==> config.mk <==
export PLATFORM = sky130hd
export DESIGN_NAME = fetch_queue
export DESIGN_NICKNAME = d
export VERILOG_FILES = /design/src/rtl/fetch_queue.sv
export SDC_FILE = /design/constraint.sdc
export NUM_CORES = 1
export LEC_CHECK = 0
export BUFFER_PORTS_ARGS = -buffer_cell sky130_fd_sc_hd__buf_2
export CORE_UTILIZATION = 23
export CTS_BUF_LIST = sky130_fd_sc_hd__clkbuf_8
export DETAILED_ROUTE_END_ITERATION = 8
export GPL_ROUTABILITY_DRIVEN = 0
export HOLD_SLACK_MARGIN = 0.08
export PLACE_DENSITY = 0.36
export SYNTH_ARGS = -nofsm -noshare
export SYNTH_HDL_FRONTEND = slang
export SYNTH_SLANG_ARGS = --single-unit
export TNS_END_PERCENT = 50
==> constraint.sdc <==
create_clock -name clk -period 5.1 [get_ports clk]
set_input_delay 0.765 -clock clk [delete_from_list [all_inputs] [get_ports clk]]
set_output_delay 0.765 -clock clk [all_outputs]
set_load 0.02 [all_outputs]
==> src/rtl/fetch_queue.sv <==
// fetch_queue: PC generator plus a DEPTH-entry instruction queue between the ROM and decode.
// Define FETCH_QUEUE_BYPASS_EN for a zero-latency path from the ROM to decode while the queue is empty.
module fetch_queue #(
    parameter int              XLEN     = 64,
    parameter int              ILEN     = 32,
    parameter int              DEPTH    = 4,
    parameter logic [XLEN-1:0] RESET_PC = 64'h8000_0000,
    parameter logic [ILEN-1:0] NOP_INST = 32'h0000_0013
) (
    input  logic                   clk,
    input  logic                   rst,
    output logic [XLEN-1:0]        imem_addr,
    input  logic [ILEN-1:0]        imem_inst,
    input  logic                   redirect_valid,
    input  logic [XLEN-1:0]        redirect_pc,
    output logic                   out_valid,
    input  logic                   out_ready,
    output logic [XLEN-1:0]        out_pc,
    output logic [ILEN-1:0]        out_inst,
    output logic                   out_misaligned,
    output logic [$clog2(DEPTH):0] occupancy
);

    localparam int PTR_W = $clog2(DEPTH);
    localparam int CNT_W = PTR_W + 1;
    localparam logic [CNT_W-1:0] FULL_CNT = CNT_W'(DEPTH);

    typedef enum logic {RUN, HALT} fetchState_t;

    fetchState_t      state;
    logic [XLEN-1:0]  pc;
    logic [PTR_W-1:0] rdPtr;
    logic [PTR_W-1:0] wrPtr;
    logic [CNT_W-1:0] count;

    logic [XLEN-1:0]  pcQ_p1   [DEPTH];
    logic [ILEN-1:0]  instQ_p1 [DEPTH];
    logic             misQ_p1  [DEPTH];

    logic [XLEN-1:0]  redirectTarget;
    logic             pcAligned;
    logic             queueValid;
    logic             isFull;
    logic             vld_p1;
    logic             bypassActive;
    logic             bypassPop;
    logic             queuePop;
    logic             fetchSlot;
    logic             enq;
    logic [ILEN-1:0]  wrInst_p0;
    logic             wrMis_p0;

    assign imem_addr      = pc;
    assign occupancy      = count;
    assign redirectTarget = redirect_pc & ~XLEN'(1);

    assign pcAligned  = (pc[1:0] == 2'b00);
    assign queueValid = (count != '0);
    assign isFull     = (count == FULL_CNT);
    // Decode must never accept a head in a redirect cycle, since that head is being flushed.
    assign vld_p1     = queueValid & ~redirect_valid;

`ifdef FETCH_QUEUE_BYPASS_EN
    assign bypassActive   = ~queueValid & (state == RUN) & ~redirect_valid & pcAligned;
    assign out_valid      = vld_p1 | bypassActive;
    assign out_pc         = bypassActive ? pc        : pcQ_p1[rdPtr];
    assign out_inst       = bypassActive ? imem_inst : instQ_p1[rdPtr];
    assign out_misaligned = bypassActive ? 1'b0      : misQ_p1[rdPtr];
`else
    assign bypassActive   = 1'b0;
    assign out_valid      = vld_p1;
    assign out_pc         = pcQ_p1[rdPtr];
    assign out_inst       = instQ_p1[rdPtr];
    assign out_misaligned = misQ_p1[rdPtr];
`endif

    assign bypassPop = bypassActive & out_ready;
    assign queuePop  = vld_p1 & out_ready;

    // Stage p0: fetch slot; a full queue may still accept when its head leaves this cycle.
    assign fetchSlot = (state == RUN) & ~redirect_valid & (~isFull | queuePop);
    assign enq       = fetchSlot & ~bypassPop;
    assign wrInst_p0 = pcAligned ? imem_inst : NOP_INST;
    assign wrMis_p0  = ~pcAligned;

    always_ff @(posedge clk or negedge rst) begin
        if (!rst) begin
            state <= RUN;
            pc    <= RESET_PC;
            rdPtr <= '0;
            wrPtr <= '0;
            count <= '0;
        end else if (redirect_valid) begin
            state <= RUN;
            pc    <= redirectTarget;
            rdPtr <= wrPtr;
            count <= '0;
        end else begin
            if (queuePop) begin
                rdPtr <= rdPtr + PTR_W'(1);
            end
            if (enq) begin
                wrPtr <= wrPtr + PTR_W'(1);
            end
            if (enq && !queuePop) begin
                count <= count + CNT_W'(1);
            end else if (queuePop && !enq) begin
                count <= count - CNT_W'(1);
            end
            // A misaligned PC is queued once as a marker, then fetch parks until a redirect.
            if (fetchSlot) begin
                if (pcAligned) begin
                    pc <= pc + XLEN'(4);
                end else begin
                    state <= HALT;
                end
            end
        end
    end

    // Stage p1: queue storage, written only on enqueue.
    always_ff @(posedge clk) begin
        if (enq) begin
            pcQ_p1[wrPtr]   <= pc;
            instQ_p1[wrPtr] <= wrInst_p0;
            misQ_p1[wrPtr]  <= wrMis_p0;
        end
    end

endmodule

# [Yosys cells after proc, flatten, opt, wreduce, memory -nomap -nowiden]
# Memory sizes are Yosys's and may differ from the RTL's.
# Index checks and enable logic that the tools add are counted.
# Widths: inputs -> output; s select.
[word_totals] in_bits=100 reg_bits=72 ramBits=388 memories=3
[op_classes] reduce_logical=13 mux=14 n_eq_ne=2 n_addsub=5 n_bitwise=9
[memory_table] memory="pcQ_p1" depth=4 word_bits=64 read_ports=1 rd_clocked_by_memory_dff=0 wr=1 line_no="36" rtl="logic [XLEN-1:0] pcQ_p1 [DEPTH];"
[memory_table] memory="instQ_p1" depth=4 word_bits=32 read_ports=1 rd_clocked_by_memory_dff=0 wr=1 line_no="37" rtl="logic [ILEN-1:0] instQ_p1 [DEPTH];"
[memory_table] memory="misQ_p1" depth=4 word_bits=1 read_ports=1 rd_clocked_by_memory_dff=0 wr=1 line_no="38" rtl="logic misQ_p1 [DEPTH];"
[op_table] cell="$mux 64" n=3
[op_table] cell="$add 64x3->64 const B" n=1
[op_table] cell="$mux 32" n=1
[op_table] cell="$mux 3" n=3
[op_table] cell="$reduce_and 2->1" n=3
[op_table] cell="$reduce_bool 2->1" n=3
[op_table] cell="$reduce_bool 3->1" n=2
[op_table] cell="$mux 1" n=5
[op_table] cell="$add 2x1->2 const B" n=2
[op_table] cell="$and 1x1->1" n=4
[op_table] cell="$mux 2" n=2
[op_table] cell="$not 1->1" n=4
[op_table] cell="$add 3x1->3 const B" n=1
[op_table] cell="$eq 3x3->1 const B" n=1
[op_table] cell="$sub 3x1->3 const B" n=1
[op_table] cell="$logic_and 1x1->1" n=2
[op_table] cell="$logic_not 1->1" n=2
[op_table] cell="$logic_not 2->1" n=1
[op_table] cell="$ne 2x2->1 const B" n=1
[op_table] cell="$or 1x1->1" n=1

# [Longest topological paths before layout]
# Gate-level depths: netlist of run 1.
[logic_depth] word_depth=10 ltp_mapped=11 ltp_nobuf=9

# [Least setup slack after synthesis of run 1]
# No wires, ideal clock.
[synth_timing] path_type="in2reg" start="input port out_ready" end="memory instQ_p1[0][0], enable pin" arrival_ns=4.164 stages=5 path_slack_ns=0.470 required_time_ns=4.634 setup_ns=0.466 cell_sequence="clkbuf_1 or4b_2 buf_2 nor3b_1 and2_1"
[synth_via] elab_chain_cells=5
[synth_lines] element="from (decl)" line_no="17" rtl="input logic out_ready,"
[synth_lines] element="$and 1x1->1" line_no="78" rtl="assign queuePop = vld_p1 & out_ready;"
[synth_lines] element="$or 1x1->1" line_no="81" rtl="assign fetchSlot = (state == RUN) & ~redirect_valid & (~isFull | queuePop);"
[synth_lines] element="$and 1x1->1" line_no="81"
[synth_lines] element="$mux 1" line_no="123" rtl="if (enq) begin"
[synth_lines] element="$mux 1 (implied by the code)" line_no="125" rtl="instQ_p1[wrPtr] <= wrInst_p0;"
[synth_lines] element="to (decl)" line_no="37"
# Every way passes these cells.

# [Worst setup path in the final report of run 1]
[layout_timing] start="register rdPtr[0]" end="output port out_pc[54]"
[layout_via] elab_chain_cells=1
[layout_lines] element="from (decl)" line_no="32" rtl="logic [PTR_W-1:0] rdPtr;"
[layout_lines] element="from (signal assigned)" line_no="96" rtl="rdPtr <= wrPtr;"
[layout_lines] element="from (signal assigned)" line_no="100" rtl="rdPtr <= rdPtr + PTR_W'(1);"
[layout_lines] element="$mem_v2 4x64"
[layout_lines] element="to (decl)" line_no="18" rtl="output logic [XLEN-1:0] out_pc,"
# Every way passes these cells.

==> results of run 1 <==
[worst max-delay path, delay by kind of cell, from the launching register on]
kind / cells / cell delay, ns
buffers and inverters: 2 / 0.58
DFF: 1 / 0.88
muxes: 1 / 0.59
[flip-flops by register name, indices dropped and copies added, names as in the netlist]
| name | count |
|---|---|
| state | 1 |
| occupancy | 3 |
| wrPtr | 2 |
| imem_addr | 63 |
| instQ_p1 | 128 |
| misQ_p1 | 4 |
| pcQ_p1 | 252 |
| rdPtr | 2 |
[power by group through the flow]
stage	sequential (mW)	combinational, mW	clock, mW
after floorplan	4.95	1.98	0
after global placement	5.07	3.14	0
after detailed placement	5.09	3.13	0
after CTS	5.01	3.14	3.52
after global routing	5.07	3.25	3.65
final	4.99	3.01	3.34
[cells in the mapped netlist (all sizes together) (3+ instances only)]
library cell / instances / area share [%]
xnor2: 21 / 0.99
nor2: 29 / 0.59
o31a: 3 / 0.14
nor3: 17 / 0.46
inv: 6 / 0.12
nand3: 42 / 1.1
edfxtp: 384 / 62
mux2i: 3 / 0.16
mux4: 96 / 12
a22oi: 5 / 0.20
and4: 15 / 0.72
or2: 4 / 0.13
and2: 10 / 0.34
nor4: 18 / 0.61
o211ai: 5 / 0.20
o21ai: 42 / 1.1
a31oi: 13 / 0.44
nor3b: 4 / 0.16
dfrtp: 70 / 9.4
ha: 5 / 0.34
nor2b: 38 / 1.3
nand4: 27 / 1.0
clkbuf: 41 / 0.83
a221o: 3 / 0.16
mux2: 7 / 0.42
xor2: 15 / 0.71
buf: 20 / 0.50
nand2b: 3 / 0.10
nand2: 74 / 1.5
o41ai: 3 / 0.14
or4: 9 / 0.38
a21oi: 3 / 0.081
or3: 13 / 0.47
and3: 7 / 0.24
[worst max path at each step]
| stage | to | slack [ns] | depth (start not counted) |
|---|---|---|---|
| global route | out_pc[52] | 1.32 | 3 |
| detailed placement | imem_addr[47] | 1.15 | 6 |
| floorplan | instQ_p1[0][0] | 0.47 | 5 |
| finish | out_pc[54] | 1.56 | 3 |
| CTS | out_pc[52] | 1.35 | 3 |
| global placement | imem_addr[47] | 1.24 | 6 |
[metrics by stage]
| stage | instances | hold slack, ns | worst slack (ns) | area [um2] |
|---|---|---|---|---|
| floorplan | 1074 | 0.469 | 0.470 | 18600 |
| global placement | 2341 | 0.590 | 1.24 | 21200 |
| detailed placement | 2341 | 0.599 | 1.15 | 21200 |
| CTS | 2494 | 0.240 | 1.35 | 22800 |
| global route | 2495 | 0.274 | 1.32 | 22800 |
| finish | 2499 | 0.318 | 1.56 | 22800 |
[layout make-up]
cell class / instances / area share (%)
Sequential cell: 455 / 58.4
Multi-Input combinational cell: 552 / 21.9
Timing Repair Buffer: 279 / 6.80
Tap cell: 1050 / 5.76
Clock buffer: 95 / 5.74
Clock inverter: 57 / 1.26
Inverter: 6 / 0.0988
Antenna cell: 5 / 0.0549
[routing by layer]
metal	GRT usage (%)	routed length, um	share of wire [%]	up-vias
li1	-	-	-	4926
met5	0	34	0.060	-
met3	3.48	3760	6.6	82
met4	4.36	1140	2.0	6
met2	21.7	26100	46	311
met1	19.0	25900	46	5629
[logic make-up (layout without fill, tap and decap cells)]
family                   count (synthesis)  in the layout  share of synthesized area [%]
flip-flops                             455            455                           71.8
AND/OR/NAND/NOR                        315            315                           9.46
multiplexers                           106            106                           12.2
AO/OA/AOI/OAI                           87             87                           2.93
buffers and inverters                   67            437                           1.45
XOR/XNOR                                36             36                           1.70
adder cells (fa/ha/maj)                  6              6                          0.445
other                                    1              7                         0.0202
==> results.md, run 1 <==
- The remaining routing DRC violations is 0.
- After global routing the overflow that remains totals 0.
- For the worst setup path, the data arrival time is 2.78 ns.
- The aggregate routed wire length is 57,000 um.
- For the final database, setup skew stands at 0.0231 ns.
- The ratio of cells with drive above 1 in the final layout is 34.9%.
- The first global-routing pass estimated 82,600 um of wire.
- The detailed-route via count is 10,954.
- The number of antenna violations at the first check in global routing is 9.
- The root cell of the clock tree is clkbuf_8.
- The length in cells of the worst reg-to-reg path is 5.
- The number of unique standard cell types used by synthesis is 55.
- The number of hold buffers added after CTS was 1.
- Counting flops and latches in the post-synthesis netlist gives 455.
- The summed instance area of the synthesized netlist is 0.0185 mm2.
- The worst hold path passes through 3 cells.
- Traced cell by cell, the critical path runs through buf_12, mux4_2, buf_2.
- The clock tree synthesis step divided the H-tree into 3 levels.
- Setup violations remaining at the end of the flow were counted as 0.
- The largest fanout on the critical path is 37.
- The register area is 0.0133 mm2.
- The clock input transition at the sequential cells of the worst setup and hold paths is 0.06 ns.
- Per report_power, the sequential group accounts for 44.0% of the total.
- The region available for standard cell placement spans 0.0794 mm2.
- The number of gates resized after CTS was 0.
- The clock tree from TritonCTS is done.
- The final antenna-violating net count is 0.
- In the layout the commonest cells are 384 x edfxtp_1, 259 x buf_2, 96 x mux4_2.
- In the routed layout, each cell is associated on average with a via count of 4.38.
- Measured against its own limit, the worst slew margin works out to 22.8%.
- Tracing the worst setup path back leads to its startpoint at rdPtr[0].
- The peak ir drop on the vdd network is 195 uV.
- The minimum clock period is 3.54 ns.
- Sequential elements use 71.8% of the synthesized area.
- The initial utilization of the core area, before any placement, comes to 23.4%.
- The reg-to-reg critical path startpoint is state.
- For this design the top-level I/O count stands at 265.
- The total half-perimeter wirelength after legalization and detailed placement is 36,500 um.
- The maximum number of pins on one net before global-route repair is 76.
- The cell count after synthesis came out at 1,073.
- In this run the power spent charging and discharging nets is 3.74 mW.
- Counting the buffers created by CTS gives 85.
- Counting flops with an async set or reset pin after synthesis yields a share of 15.6%.
- The max-slew violation count is 0.
- The clock power share is 29.5%.
- The element type at the critical path start is a register.
- The final cycle utilization of the critical path is 69.4%.
- The worst register-to-register path has a setup slack of 1.71 ns.
- The synthesized area per cell is 17.3 um2.
- Of the total power, the share spent switching nets is 33.0%.
- The analysis attributes to cell leakage a power of 7.87 nW.
- The number of global-route vias before repair was 11,669.
- The clock sink total is 455.
- The final layout net count is 1,485.
- The completed layout was analyzed and its total power is 11.3 mW.
- In this run the critical register-to-register path is captured at imem_addr[47].
- The area of combinational cells with multiple inputs is 0.00498 mm2.
- Setup repair after global routing left no endpoint under its margin.
- Buffers placed on the I/O ports in this run total 261.
- The most used flip-flop cell after synthesis is edfxtp_1.
- The detailed-route wire length per cell is 22.8 um.
- For this run, the total global-route usage over all layers was measured as 13.9%.
- The sort of element at the end of the critical path is an output port.
- The final cell utilization of the core is 28.7%.
- After filler insertion, the fill cell instance count of the layout stands at 8,089.
- The setup TNS after final layout is 0 ns.
- The setup fix buffers added after clock tree synthesis is 0.
- The type of the tightest min-delay check is in2reg.
- After the first detailed-routing iteration, the DRC count stood at 649.
- The source of the worst hold timing path is redirect_pc[6].
- The die covers 0.0818 mm2.
- The slowest stage of the critical path belongs to the cell dfrtp_4.
- The setup path with the least slack is of type reg2out.
- The clock tree buffer depth is 3.
- The flow ran to the end, and the final reports show no timing, DRC or antenna violations.
- The maximum operating frequency is 282 MHz.
- The first detailed-routing pass took 6 iterations.
- The power density of the placed cells is 498 mW/mm2.
- The relative contribution of combinational cells to total power is 26.6%.
- The delay of the slowest critical-path stage is 0.88 ns.
- The layout overhead on the synthesized area is 22.9%.
- Clock latency on the worst-skew pair, taken at its later pin, is 0.66 ns.
- The die is 286 um tall.
- The count of warnings emitted by yosys is 0.
- The internal portion of the total power is 7.61 mW.
- The commonest non-fill, non-tap cell in the layout is edfxtp_1.
- For hold timing, the worst endpoint is imem_addr[6].
- The required time of the critical path is 4.34 ns.
- Row generation in the floorplan step produced 103 rows.
- The max-cap violation count is 0.
- The number of hold violations in the final report is 0.
- Yosys mapped a number of flops with a built-in enable equal to 384.
- For the pin with the worst max-slew slack, the measured transition is 1.16 ns.
- The die is 286 um wide.
Note: power is estimated with default switching activity, not from simulation.
==> run 2: changes to the inputs <==
--- a/config.mk
+++ b/config.mk
@@ -5,6 +5,7 @@
 export SDC_FILE = /design/constraint.sdc
 export NUM_CORES = 1
 export LEC_CHECK = 0
+export ABC_AREA = 1
 export BUFFER_PORTS_ARGS = -buffer_cell sky130_fd_sc_hd__buf_2
 export CORE_UTILIZATION = 23
 export CTS_BUF_LIST = sky130_fd_sc_hd__clkbuf_8
==> constraint.sdc (replaced) <==
create_clock -name clk -period 3.5 [get_ports clk]
set_input_delay 0.525 -clock clk [delete_from_list [all_inputs] [get_ports clk]]
set_output_delay 0.525 -clock clk [all_outputs]
set_load 0.02 [all_outputs]
==> results.md, run 2 <==
- The number of failing setup endpoints in the final timing report is 0 (unchanged).
- The worst path uses 88.8% of the clock period.
- The detailed-route via count came to 15,689 (+43%).
- The clock period could shrink to 3.11 ns.
- The sum of internal, switching and leakage power is 19.0 mW (+68%).
- The worst register-to-register path ends at imem_addr[42].
- The peak ir drop on the vdd network is 576 uV (+200%).
- The summed instance area of the synthesized netlist is 0.0203 mm2 (+9.4%).
- The clock tree buffer depth came to 3 (unchanged).
- The transition time at the pin with the least slew margin was 1.03 ns (-0.124 ns).
- The design area is 0.0248 mm2 (+8.9%).
- The xor and xnor area share after synthesis is 0.259% (-1.4 points).
- The number of buffers inserted during clock tree synthesis was 86 (+1.2%).
- For this run, the leading register cell type out of synthesis is edfxtp_1.
- The number of antenna violations at the first check in global routing came to 14 (+5).
- The aggregate routed wire length is 71,300 um (+25%).
- The I/O pin count is 265 (unchanged).
- The number of optimization iterations in the first detailed-route pass is 7 (+1).
- The clock insertion delay at the later pin of the skew report is 0.69 ns (+0.03 ns).
- The cell count after synthesis is 2,002 (+87%).
- The final antenna-violating net count is 0 (unchanged).
- The setup TNS after final layout is 0 ns (unchanged).
- The number of global-route vias before repair came to 15,467 (+33%).
- The remaining routing DRC violations was 0 (unchanged).
- The portion of netlist area occupied by mux cells came to 0% (-12 points).
- The terminating pin of the worst hold path is imem_addr[30].
- The smallest setup slack after layout came to 0.393 ns (-1.17 ns).
- The compound-cell area share of the yosys netlist is 10.0% (+7.1 points).
- The length in cells of the worst reg-to-reg path is 10 (+5).
- Leaving out fill and tap cells, the most frequent cells in the layout are 425 x nor2_1, 384 x edfxtp_1, 317 x nand2_1.
- The aggregate global-route resource usage came to 15.7% (+1.8 points).
- The sort of element at the end of the critical path is an output port.
- The portion of the post-synthesis area used by sequential elements is 65.6% (-6.2 points).
- The main combinational cell family by area after synthesis is simple AND/OR/NAND/NOR gates.
- The per-cell via count in the routed design is 4.45 (+1.4%).
- The flow ran to the end, and the final reports show no timing, DRC or antenna violations.
- The worst hold margin is 0.158 ns (-0.161 ns).
- The number of placement rows is 108 (+4.9%).
- The synthesized area per cell is 10.1 um2 (-41%).
- The layout overhead on the synthesized area is 22.2%.
- The tightest min-delay check is of the in2reg type.
- The maximum operating frequency is 322 MHz.
- The count of port buffers added during placement is 261 (unchanged).
- The ratio of cells with drive above 1 in the final layout was 18.8% (-16 points).
- The die extent in x was 299 um (+4.6%).
- The wire length of the first global-routing pass is 104,000 um (+26%).
- The clock input transition at the sequential cells of the worst setup and hold paths is 0.06 ns (about the same).
- The y dimension of the die is 299 um (+4.6%).
- The async set or reset register ratio after synthesis was 15.6% (unchanged).
- The headroom to the max-slew limit is 31.2% (+8.4 points).
- The highest-delay cell along the critical path is dfrtp_4.
- The total number of H-tree levels is 3 (unchanged).
- The required time of the critical path came to 2.97 ns (-1.37 ns).
- The biggest area contributor in the post-synthesis netlist is edfxtp_1.
- The detailed-route wire length per cell is 20.2 um (-11%).
- The number of hold violations in the final report is 0 (unchanged).
- The total congestion overflow after global routing came to 0 (unchanged).
- The total buffers and inverters traversed by the critical path is 3 (+1).
- The proportion of netlist area held by the largest area contributor was 56.8% (-5.4 points).
- The area inside the core boundary came to 0.0872 mm2 (+9.8%).
- The maximum number of pins on one net before global-route repair is 116 (+53%).
- The max-cap violation count was 0 (unchanged).
- The final cell utilization of the core came to 28.5% (-0.24 points).
- The clock sink total was 455 (unchanged).
- The area after detailed placement is 0.0230 mm2 (+8.8%).
- The area share of fa/ha/maj cells after synthesis is 0.407% (-0.038 points).
- The worst slack after detailed placement was 0.917 ns (-0.229 ns).
- The cts-stage hold buffer count came to 23 (+22).
- The number of violations reported at the end of detailed-routing iteration 0 is 869 (+34%).
- The power density of the placed cells is 768 mW/mm2 (+54%).
- The count of flip-flops with a built-in enable after synthesis was 384 (unchanged).
- The delay of the slowest critical-path stage is 0.53 ns (-0.35 ns).
- The number of flip-flops in the largest register is 252 (unchanged).
- The clock tree from TritonCTS is done.
- The setup path with the least slack is of type reg2out.
- The signal on the critical path passes through inv_6, buf_12, o21ai_0, o22ai_1, buf_2.
- The count of warnings emitted by yosys is 0 (unchanged).
- The worst reg-to-reg setup slack is 0.99 ns (-0.72 ns).
- The commonest non-fill, non-tap cell in the layout is nor2_1.
- The element type at the critical path start is a register.
- The final layout net count is 2,410 (+62%).
- In this run the critical register-to-register path is launched from imem_addr[2].
- The number of synthesized register bits is 455 (unchanged).
- The number of unique standard cell types used by synthesis is 43 (-22%).
- The setup fix buffers added after clock tree synthesis came to 0 (unchanged).
- The largest fanout on the critical path is 115 (+210%).
- The final worst clock skew is 0.0287 ns (+0.00560 ns).
- The data arrival time at the worst-slack endpoint is 2.58 ns (-0.20 ns).
- By count the netlist is led by 429 x nor2_1, 384 x edfxtp_1, 317 x nand2_1.
- In this run the most critical hold path is launched from redirect_pc[30].
- The register ranked first by flip-flop count is pcQ_p1.
- The synthesized-area fraction occupied by and/or/nand/nor cells is 18.9% (+9.4 points).
- Among all cell types in the netlist, the one instantiated most often is nor2_1.
- The category of cells accounting for the largest share of critical-path delay is buffers and inverters.
- The count of placed standard cells including taps was 3,348 (+43%).
- The leakage power total is 9.49 nW (+21%).
- The count of placed standard cells in the final layout, fillers left out is 3,529 (+41%).
- The starting density of the core came to 23.3% (-0.074 points).
- The total half-perimeter wirelength after legalization and detailed placement is 45,500 um (+24%).
- The die footprint was 0.0895 mm2 (+9.4%).
- Ranked by total cell area, the synthesized netlist is headed by edfxtp_1 57%, dfrtp_1 8.6%, nor2_1 7.9%.
- The number of stages on the worst hold path is 3 (unchanged).
- Setup repair after global routing left no endpoint under its margin.
- The max-slew violation count is 0 (unchanged).
- The cell sitting at the root of the clock tree is a clkbuf_8.
- The post-cts resize count is 0 (unchanged).
==> run 2: cell count changes in the layout (fill, tap and decap cells not counted), moves of 22 or more <==
cell	change
dlygate4sd3_1	+22
inv_1	+128
mux4_2	-96
nand2_1	+243
nand3_1	+55
nor2_1	+396
nor2b_1	-38
o21ai_0	+178
o22ai_1	+98
==> run 2: power breakdown <==
group          switching (mW)  leakage [nW]  internal (mW)  total [mW]
clock                    2.35         0.866           2.38        4.73
sequential              0.568          4.35           6.95        7.52
combinational            4.87          4.27           1.92        6.79
total                    7.79          9.49           11.3        19.0
==> run 2: per-layer routing <==
metal | wire, um | GRT usage, % | vias up | part of all wire [%]
li1 | - | - | 7501 | -
met1 | 32300 | 20.6 | 7703 | 45
met2 | 34000 | 26.1 | 384 | 48
met3 | 3390 | 3.29 | 95 | 4.8
met4 | 1610 | 4.53 | 6 | 2.3
met5 | 34 | 0 | - | 0.048
==> run 2: area by class of cell <==
type / count / area, um2
well taps: 1155 / 1450
fillers: 9308 / 62300
inverters: 148 / 563
flip-flops and latches: 455 / 13300
repair buffers: 312 / 1910
clock buffers: 86 / 1180
multi-input cells: 1301 / 6030
diodes: 6 / 15.0
clock inverters: 66 / 344
==> run 2: worst max path at each step <==
stage	startpoint	slack (ns)	end	cells past startpoint
after CTS	rdPtr[0]	0.29	out_pc[18]	5
after global routing	rdPtr[0]	0.22	out_pc[18]	5
final	rdPtr[0]	0.39	out_pc[18]	5
after detailed placement	out_ready	0.92	imem_addr[14]	9
after global placement	out_ready	0.94	imem_addr[14]	9
after floorplan	redirect_valid	-0.56	instQ_p1[0][0]	4
==> run 2: cells by family after synthesis <==
logic type               Yosys count
AO/OA/AOI/OAI                    368
flip-flops                       455
adder cells (fa/ha/maj)            6
other                              1
XOR/XNOR                           6
AND/OR/NAND/NOR                  919
buffers and inverters            247
==> run 2: worst min-delay path, delay by kind of cell <==
family | cells | cell delay [ns]
AND/OR/NAND/NOR | 1 | 0.07
AO/OA/AOI/OAI | 1 | 0.09
buffers and inverters | 1 | 0.11
